## config.mk

```make
export PLATFORM = sky130hd
export DESIGN_NAME = rfetch_stage_mp
export DESIGN_NICKNAME = d
export VERILOG_FILES = /design/src/rtl/rfetch_stage_mp.sv
export SDC_FILE = /design/constraint.sdc
export NUM_CORES = 2
export LEC_CHECK = 0
export CAP_MARGIN = 20
export CORE_MARGIN = 2
export CORE_UTILIZATION = 41
export DETAILED_ROUTE_END_ITERATION = 6
export DONT_BUFFER_PORTS = 1
export SETUP_SLACK_MARGIN = 0.2
export SYNTH_ARGS = -nofsm -noshare
export SYNTH_HDL_FRONTEND = slang
export SYNTH_SLANG_ARGS = --single-unit
export TNS_END_PERCENT = 20
```

## constraint.sdc

```tcl
create_clock -name clk_i -period 5.28 [get_ports clk_i]
set_input_delay 1.056 -clock clk_i [delete_from_list [all_inputs] [get_ports clk_i]]
set_output_delay 1.056 -clock clk_i [all_outputs]
set_load 0.1 [all_outputs]
```

## src/rtl/rfetch_stage_mp.sv

```systemverilog
// Register-fetch stage: multi-port regfile with writeback bypass, valid/ready stage register with flush,
// and refresh of held operands. Optional macro RFETCH_REGFILE_RESET_EN clears the regfile on reset.
module rfetch_stage_mp #(
  parameter int unsigned WIDTH_P  = 32,
  parameter int unsigned REGS_P   = 32,
  parameter int unsigned NUM_RS_P = 2,
  parameter int unsigned NUM_WB_P = 2,
  parameter int unsigned META_W_P = 128,
  localparam int unsigned REG_W   = $clog2(REGS_P)
) (
  input  logic                         clk_i,
  input  logic                         rst_i,
  input  logic                         flush_v_i,
  input  logic                         in_v_i,
  output logic                         in_ready_o,
  input  logic [NUM_RS_P*REG_W-1:0]    in_rs_i,
  input  logic [META_W_P-1:0]          in_meta_i,
  output logic                         out_v_o,
  input  logic                         out_ready_i,
  output logic [NUM_RS_P*REG_W-1:0]    out_rs_o,
  output logic [NUM_RS_P*WIDTH_P-1:0]  out_rs_data_o,
  output logic [META_W_P-1:0]          out_meta_o,
  input  logic [NUM_WB_P-1:0]          wb_v_i,
  input  logic [NUM_WB_P*REG_W-1:0]    wb_rd_i,
  input  logic [NUM_WB_P*WIDTH_P-1:0]  wb_data_i
);

  logic [WIDTH_P-1:0] regs     [REGS_P];
  logic [REG_W-1:0]   wb_rd    [NUM_WB_P];
  logic [WIDTH_P-1:0] wb_dat   [NUM_WB_P];
  logic [REG_W-1:0]   rs_in    [NUM_RS_P];
  logic [REG_W-1:0]   rs_held  [NUM_RS_P];
  logic [WIDTH_P-1:0] rd_val   [NUM_RS_P];
  logic [WIDTH_P-1:0] hold_val [NUM_RS_P];
  logic [WIDTH_P-1:0] data_q   [NUM_RS_P];
  logic               accept;

  for (genvar g = 0; g < NUM_WB_P; g++) begin : g_wb
    assign wb_rd[g]  = wb_rd_i[g*REG_W +: REG_W];
    assign wb_dat[g] = wb_data_i[g*WIDTH_P +: WIDTH_P];
  end

  for (genvar g = 0; g < NUM_RS_P; g++) begin : g_rs
    assign rs_in[g]   = in_rs_i[g*REG_W +: REG_W];
    assign rs_held[g] = out_rs_o[g*REG_W +: REG_W];
    assign out_rs_data_o[g*WIDTH_P +: WIDTH_P] = data_q[g];
  end

  assign in_ready_o = !rst_i && !flush_v_i && (!out_v_o || out_ready_i);
  assign accept     = in_v_i && in_ready_o;

  // Regfile writes; later loop iterations win, so the highest-index port has priority.
`ifdef RFETCH_REGFILE_RESET_EN
  always_ff @(posedge clk_i) begin
    if (rst_i) begin
      for (int unsigned r = 0; r < REGS_P; r++) regs[r] <= '0;
    end else begin
      for (int unsigned k = 0; k < NUM_WB_P; k++)
        if (wb_v_i[k] && (wb_rd[k] != '0)) regs[wb_rd[k]] <= wb_dat[k];
    end
  end
`else
  always_ff @(posedge clk_i) begin
    for (int unsigned k = 0; k < NUM_WB_P; k++)
      if (wb_v_i[k] && (wb_rd[k] != '0)) regs[wb_rd[k]] <= wb_dat[k];
  end
`endif

  // Operand read with bypass, and refresh of held operands, both highest-index-wins.
  always_comb begin
    for (int unsigned k = 0; k < NUM_RS_P; k++) begin
      rd_val[k]   = '0;
      hold_val[k] = data_q[k];
      if (rs_in[k] != '0) rd_val[k] = regs[rs_in[k]];
      for (int unsigned j = 0; j < NUM_WB_P; j++) begin
        if (wb_v_i[j] && (wb_rd[j] != '0) && (wb_rd[j] == rs_in[k]))   rd_val[k]   = wb_dat[j];
        if (wb_v_i[j] && (wb_rd[j] != '0) && (wb_rd[j] == rs_held[k])) hold_val[k] = wb_dat[j];
      end
    end
  end

  always_ff @(posedge clk_i) begin
    if (rst_i) begin
      out_v_o    <= 1'b0;
      out_rs_o   <= '0;
      out_meta_o <= '0;
      for (int unsigned k = 0; k < NUM_RS_P; k++) data_q[k] <= '0;
    end else if (flush_v_i) begin
      out_v_o <= 1'b0;
    end else if (accept) begin
      out_v_o    <= 1'b1;
      out_rs_o   <= in_rs_i;
      out_meta_o <= in_meta_i;
      for (int unsigned k = 0; k < NUM_RS_P; k++) data_q[k] <= rd_val[k];
    end else if (out_v_o && out_ready_i) begin
      out_v_o <= 1'b0;
    end else if (out_v_o) begin
      for (int unsigned k = 0; k < NUM_RS_P; k++) data_q[k] <= hold_val[k];
    end
  end

endmodule

```

## Word-level counts from Yosys, hierarchy flattened

Memories as Yosys holds them, arrays and structs flattened.
Cells that the tools add are included.

| word-level totals | value |
|---|---|
| flip-flop bits (word level) | 139 |
| latch bits | 0 |
| bits in writable memories | 1088 |
| ROM bits | 0 |
| input port bits | 219 |
| output and inout bits | 204 |
| logic and storage cells | 75 |
| memories kept | 2 |

Memory list:

| memory | words | width | rd ports | clocked after memory_dff | write ports | RTL line | source |
|---|---|---|---|---|---|---|---|
| regs | 32 | 32 | 2 | 0 | 2 | 28 | `logic [WIDTH_P-1:0] regs [REGS_P];` |
| data_q | 2 | 32 | 2 | 0 | 2 | 35 | `logic [WIDTH_P-1:0] data_q [NUM_RS_P];` |

| cells by class | value |
|---|---|
| add/subtract/negate cells | 0 |
| multiply operators | 0 |
| divide/modulo/power cells | 0 |
| $lt $le $gt $ge | 0 |
| equality and inequality tests | 8 |
| shift operators | 0 |
| mux-type cells | 32 |
| bitwise operators | 5 |
| reduce and logical (&&, ||, !) cells | 25 |

Operator list:

| cell | count |
|---|---|
| two-way mux 32 bit | 14 |
| equality test 5 bit | 8 |
| nonzero test 5 bit | 4 |
| two-way mux 1 bit | 18 |
| logical AND 1 bit | 14 |
| OR 1 bit | 4 |
| zero test 1 bit | 3 |
| AND reduction 2 bit | 1 |
| nonzero test 2 bit | 1 |
| OR reduction 2 bit | 1 |
| logical OR 1 bit | 1 |
| inverter 1 bit | 1 |

## Longest topological paths before layout

| logic depth | value |
|---|---|
| depth after elaboration | 10 |
| depth in mapped cells | 10 |
| mapped depth without buffers | 6 |

## Worst setup path after synthesis

Ideal clock, no wire load.

| path | value |
|---|---|
| path kind | input to register |
| start | input port wb_rd_i[6] |
| end | memory data_q[1][0], in the netlist data_q[0][32], enable pin |
| setup time | 0.466 ns |
| data arrival time | 4.831 ns |
| required time | 4.814 ns |
| slack | -0.017 ns |
| cell stages on the path | 7 |
| buffers on the path | 3 |
| cell sequence | clkbuf_1 clkbuf_1 xor2_1 nor4_4 buf_2 a31oi_1 o21ai_0 |

RTL lines:

| what | RTL line | source |
|---|---|---|
| start: declaration | 24 | `input logic [NUM_WB_P*REG_W-1:0] wb_rd_i,` |
| end: declaration | 35 |  |

==> summary.txt <==
Run
  • Max-Cap Viols: 0

STA
  • Total Neg Setup Slack: 0 ps
  • Worst Setup Slack, final: 2072 ps
  • RSZ-0062 raised after global routing: no
  • Worst-Margin Slew: between 1000 and 1500 ps
  • Share of the clock period used by the worst path: 0.6076
  • Upper clock frequency limit: 311.7 MHz
  • Final hold violation count: 0
  • Clk_skew: between 15 and 20 ps
  • Final Critical Period: 3208 ps
  • Fin. max-slew vios: 0
  • Count of endpoints failing setup in the final report: 0
  • Tightest slew margin relative to the limit: 0.2001
  • Worst Hold Slack: 348.9 ps

Cells and area
  • Most frequent standard cell in the layout excluding fill and tap cells: edfxtp_1
  • Final core utilization: 0.4500
  • Synthesis-to-finish area growth: 9.030%
  • Number of nets in the final layout: 4712
  • Final cell area excluding filler cells: approximately 76000 sq um
  • Layout cells sized above 1: 0.4166
  • Commonest non-fill, non-tap cells in the layout: edfxtp_1, mux2_2, mux4_2, nand2_1, a21oi_1
  • Cell Count, Final, Fillers Out: roughly 6.8k

CTS
  • Setup Buffers After CTS: 0
  • Clock latency on the worst-skew pair: 770 ps
  • Clk sink count: around 1.2k
  • CTS hold repair buffers: 0
  • CTS clock-pin slew for the worst setup and hold paths: 60 ps
  • CTS H-tree depth: 4
  • CTS root buf: clkbuf_16
  • Buffer depth of the longest clock path: 3
  • Number of gates given a new drive strength after cts: 0
  • Clock tree from TritonCTS: built
  • Number of buffers added by the clock tree synthesis step: 140

Placed design
  • Detail Placement HPWL: around 150 mm
  • Setup slack after placement: 1400 ps
  • Inst Count DP: around 6.6k
  • Weighted congestion reported at the end of routability-driven placement: 0.9334
  • Total placed instance area: 71750 sq um
  • Port Buf Inserts: 0

Power
  • PnR Total Power: 23.22 mW
  • Leak: ~24 nW
  • Switch Pwr: 5.676 mW
  • Peak VDD IR: 0.2060 mV
  • Power density normalized to cell area: 304.4 nW/um^2
  • Switching share of total power: 0.2445
  • Power share of the clock group: 0.418
  • Power share of the sequential group: 0.495
  • Relative contribution of combinational cells to total power: 0.087
  • Pint: 17.54 mW

Worst setup path
  • Required time of the critical path: 5880 ps
  • Flop-to-flop setup slack: about 2100 ps
  • Dominant cell type by count on the critical path: o221ai_1
  • List of cells traversed by the critical path: buf_4 -> nor2b_1 -> nand3b_1 -> a21oi_1 -> and2_1 -> o221ai_1 -> o221ai_1
  • Highest cell delay on the worst timing path: 880 ps
  • Data arrival time of the critical path: about 3800 ps
  • Start-to-end type of the worst setup path: reg2reg
  • CP Max Fanout: 17
  • Startpoint class of the critical path: register
  • Critical Path Sink Type: register
  • Cell with the largest stage delay on the worst path: and2_1

Floorplan
  • Initial Utilization: 0.4127
  • Total number of placement rows: 151
  • Die boundary height: 417.0 um
  • IO Pins: 423
  • Die area: about 170000 sq um
  • Die width: 417.0 um
  • Area of the core region: 169500 sq um

Global routing
  • Number of antenna violations at the first check in global routing: 8
  • Number of global-route vias before repair: between 40k and 50k
  • Maximum number of pins on one net before global-route repair: 276
  • All-layer global routing usage: 0.2825
  • Global-route wire length before repair: 350.2 mm
  • Remaining global-route overflow: 0

Yosys
  • Synth Instances: approximately 5k
  • Fraction of registers with async set or reset after synthesis: 0
  • Number of flip-flops and latches in the synthesized netlist: 1227
  • Post-synth top flop: edfxtp_1
  • Total standard cell area after synthesis: 69950 sq um
  • Synth warn: 0
  • Mean instance size in the synthesized netlist: 14.30 sq um
  • Fraction of the yosys area taken by sequential cells: 0.5069
  • Count of different cell masters after synthesis: 57
  • Count of flip-flops with a built-in enable after synthesis: 1088

Routing
  • Post-DR vias/cell: 6.729
  • Via total after detailed routing: about 46k
  • Wire length per cell after detailed routing: 36.75 um
  • Count of routing violations after the opening detailed-route iteration: a little under 6k
  • Antenna viol nets, final: 0
  • Total length of routed wires: 250.7 mm
  • Total iterations of the first detailed-routing run: 6
  • Post-detailed-route DRC marker count: 0

Outcome
  • Outcome: finished clean

Min path
  • Hold WC Path Type: in2reg
==> layer usage <==
layer | share of wire | global-route usage | vias up
met2 | 0.48 | 0.4641 | 2725
li1 | - | - | 18470
met5 | 0.000036 | 0 | -
met1 | 0.38 | 0.3637 | 24160
met3 | 0.092 | 0.05208 | 551
met4 | 0.053 | 0.1288 | 2
==> power groups by stage <==
stage / clock network, mW / logic, mW / registers [mW]
2_1_floorplan: 0 / 1.85 / 11.7
3_3_place_gp: 0 / 1.91 / 11.7
3_5_place_dp: 0 / 1.97 / 11.7
4_1_cts: 9.81 / 1.98 / 11.5
5_1_grt: 10.2 / 2.12 / 11.5
6_report: 9.70 / 2.02 / 11.5
==> Yosys cell counts (all sizes together), types with 15 or more instances <==
cell type	instances	share of area
mux2i	187	0.027
a21oi	297	0.021
nand2	326	0.017
o21ai	31	0.0022
xnor2	17	0.0021
o221ai	20	0.0025
clkbuf	455	0.024
o21a	15	0.0016
o31ai	18	0.0022
xor2	23	0.0029
o22ai	27	0.0024
nor2	93	0.0050
mux4	466	0.15
dfxtp	139	0.040
and3	19	0.0017
nor2b	40	0.0036
a221oi	64	0.011
buf	238	0.016
o32a	15	0.0021
mux2	1056	0.17
a22oi	67	0.0072
a211oi	74	0.0079
edfxtp	1088	0.47
==> path summary, 6_finish.rpt <==
kind / start / endpoint / depth (start not counted)
max: out_v_o$_SDFFE_PP0P_ / data_q[0][35]$_DFFE_PP_ / 7
min: rst_i / out_meta_o[5]$_SDFFE_PP0N_ / 1
max reg2reg: out_v_o$_SDFFE_PP0P_ / data_q[0][35]$_DFFE_PP_ / 7
min reg2reg: out_rs_o[9]$_SDFFE_PP0N_ / out_rs_o[9]$_SDFFE_PP0N_ / 2
==> cell families after synthesis <==
family | synth area share
AOI/OAI and AO/OA | 0.06769
xor gates and xnor gates | 0.005008
buffers and inverters | 0.04055
DFF | 0.5069
muxes | 0.3468
other | 0.00005361
and+or+nand+nor | 0.03304
==> state kept, by name, summed over array words and instances (netlist names) <==
register,cells
regs,1024
out_meta_o,128
data_q,64
out_rs_o,10
out_v_o,1
==> final cells by class <==
type                    count  area (sq um)
fillers                 14940         93210
flip-flops and latches   1227         35450
multi-input cells        3002         32440
clock buffers             199          4063
well taps                2218          2775
repair buffers            121          1114
clock inverters            52         407.9
diodes                      3         7.507
inverters                   1         3.754
==> critical path: cells and delay by family (launching register included) <==
family                 cells  cell delay, ps
AOI/OAI and AO/OA          3            1010
buffers and inverters      1             220
and+or+nand+nor            3            1470
DFF                        1             300
No activity file was read; power rests on OpenSTA's default activity.
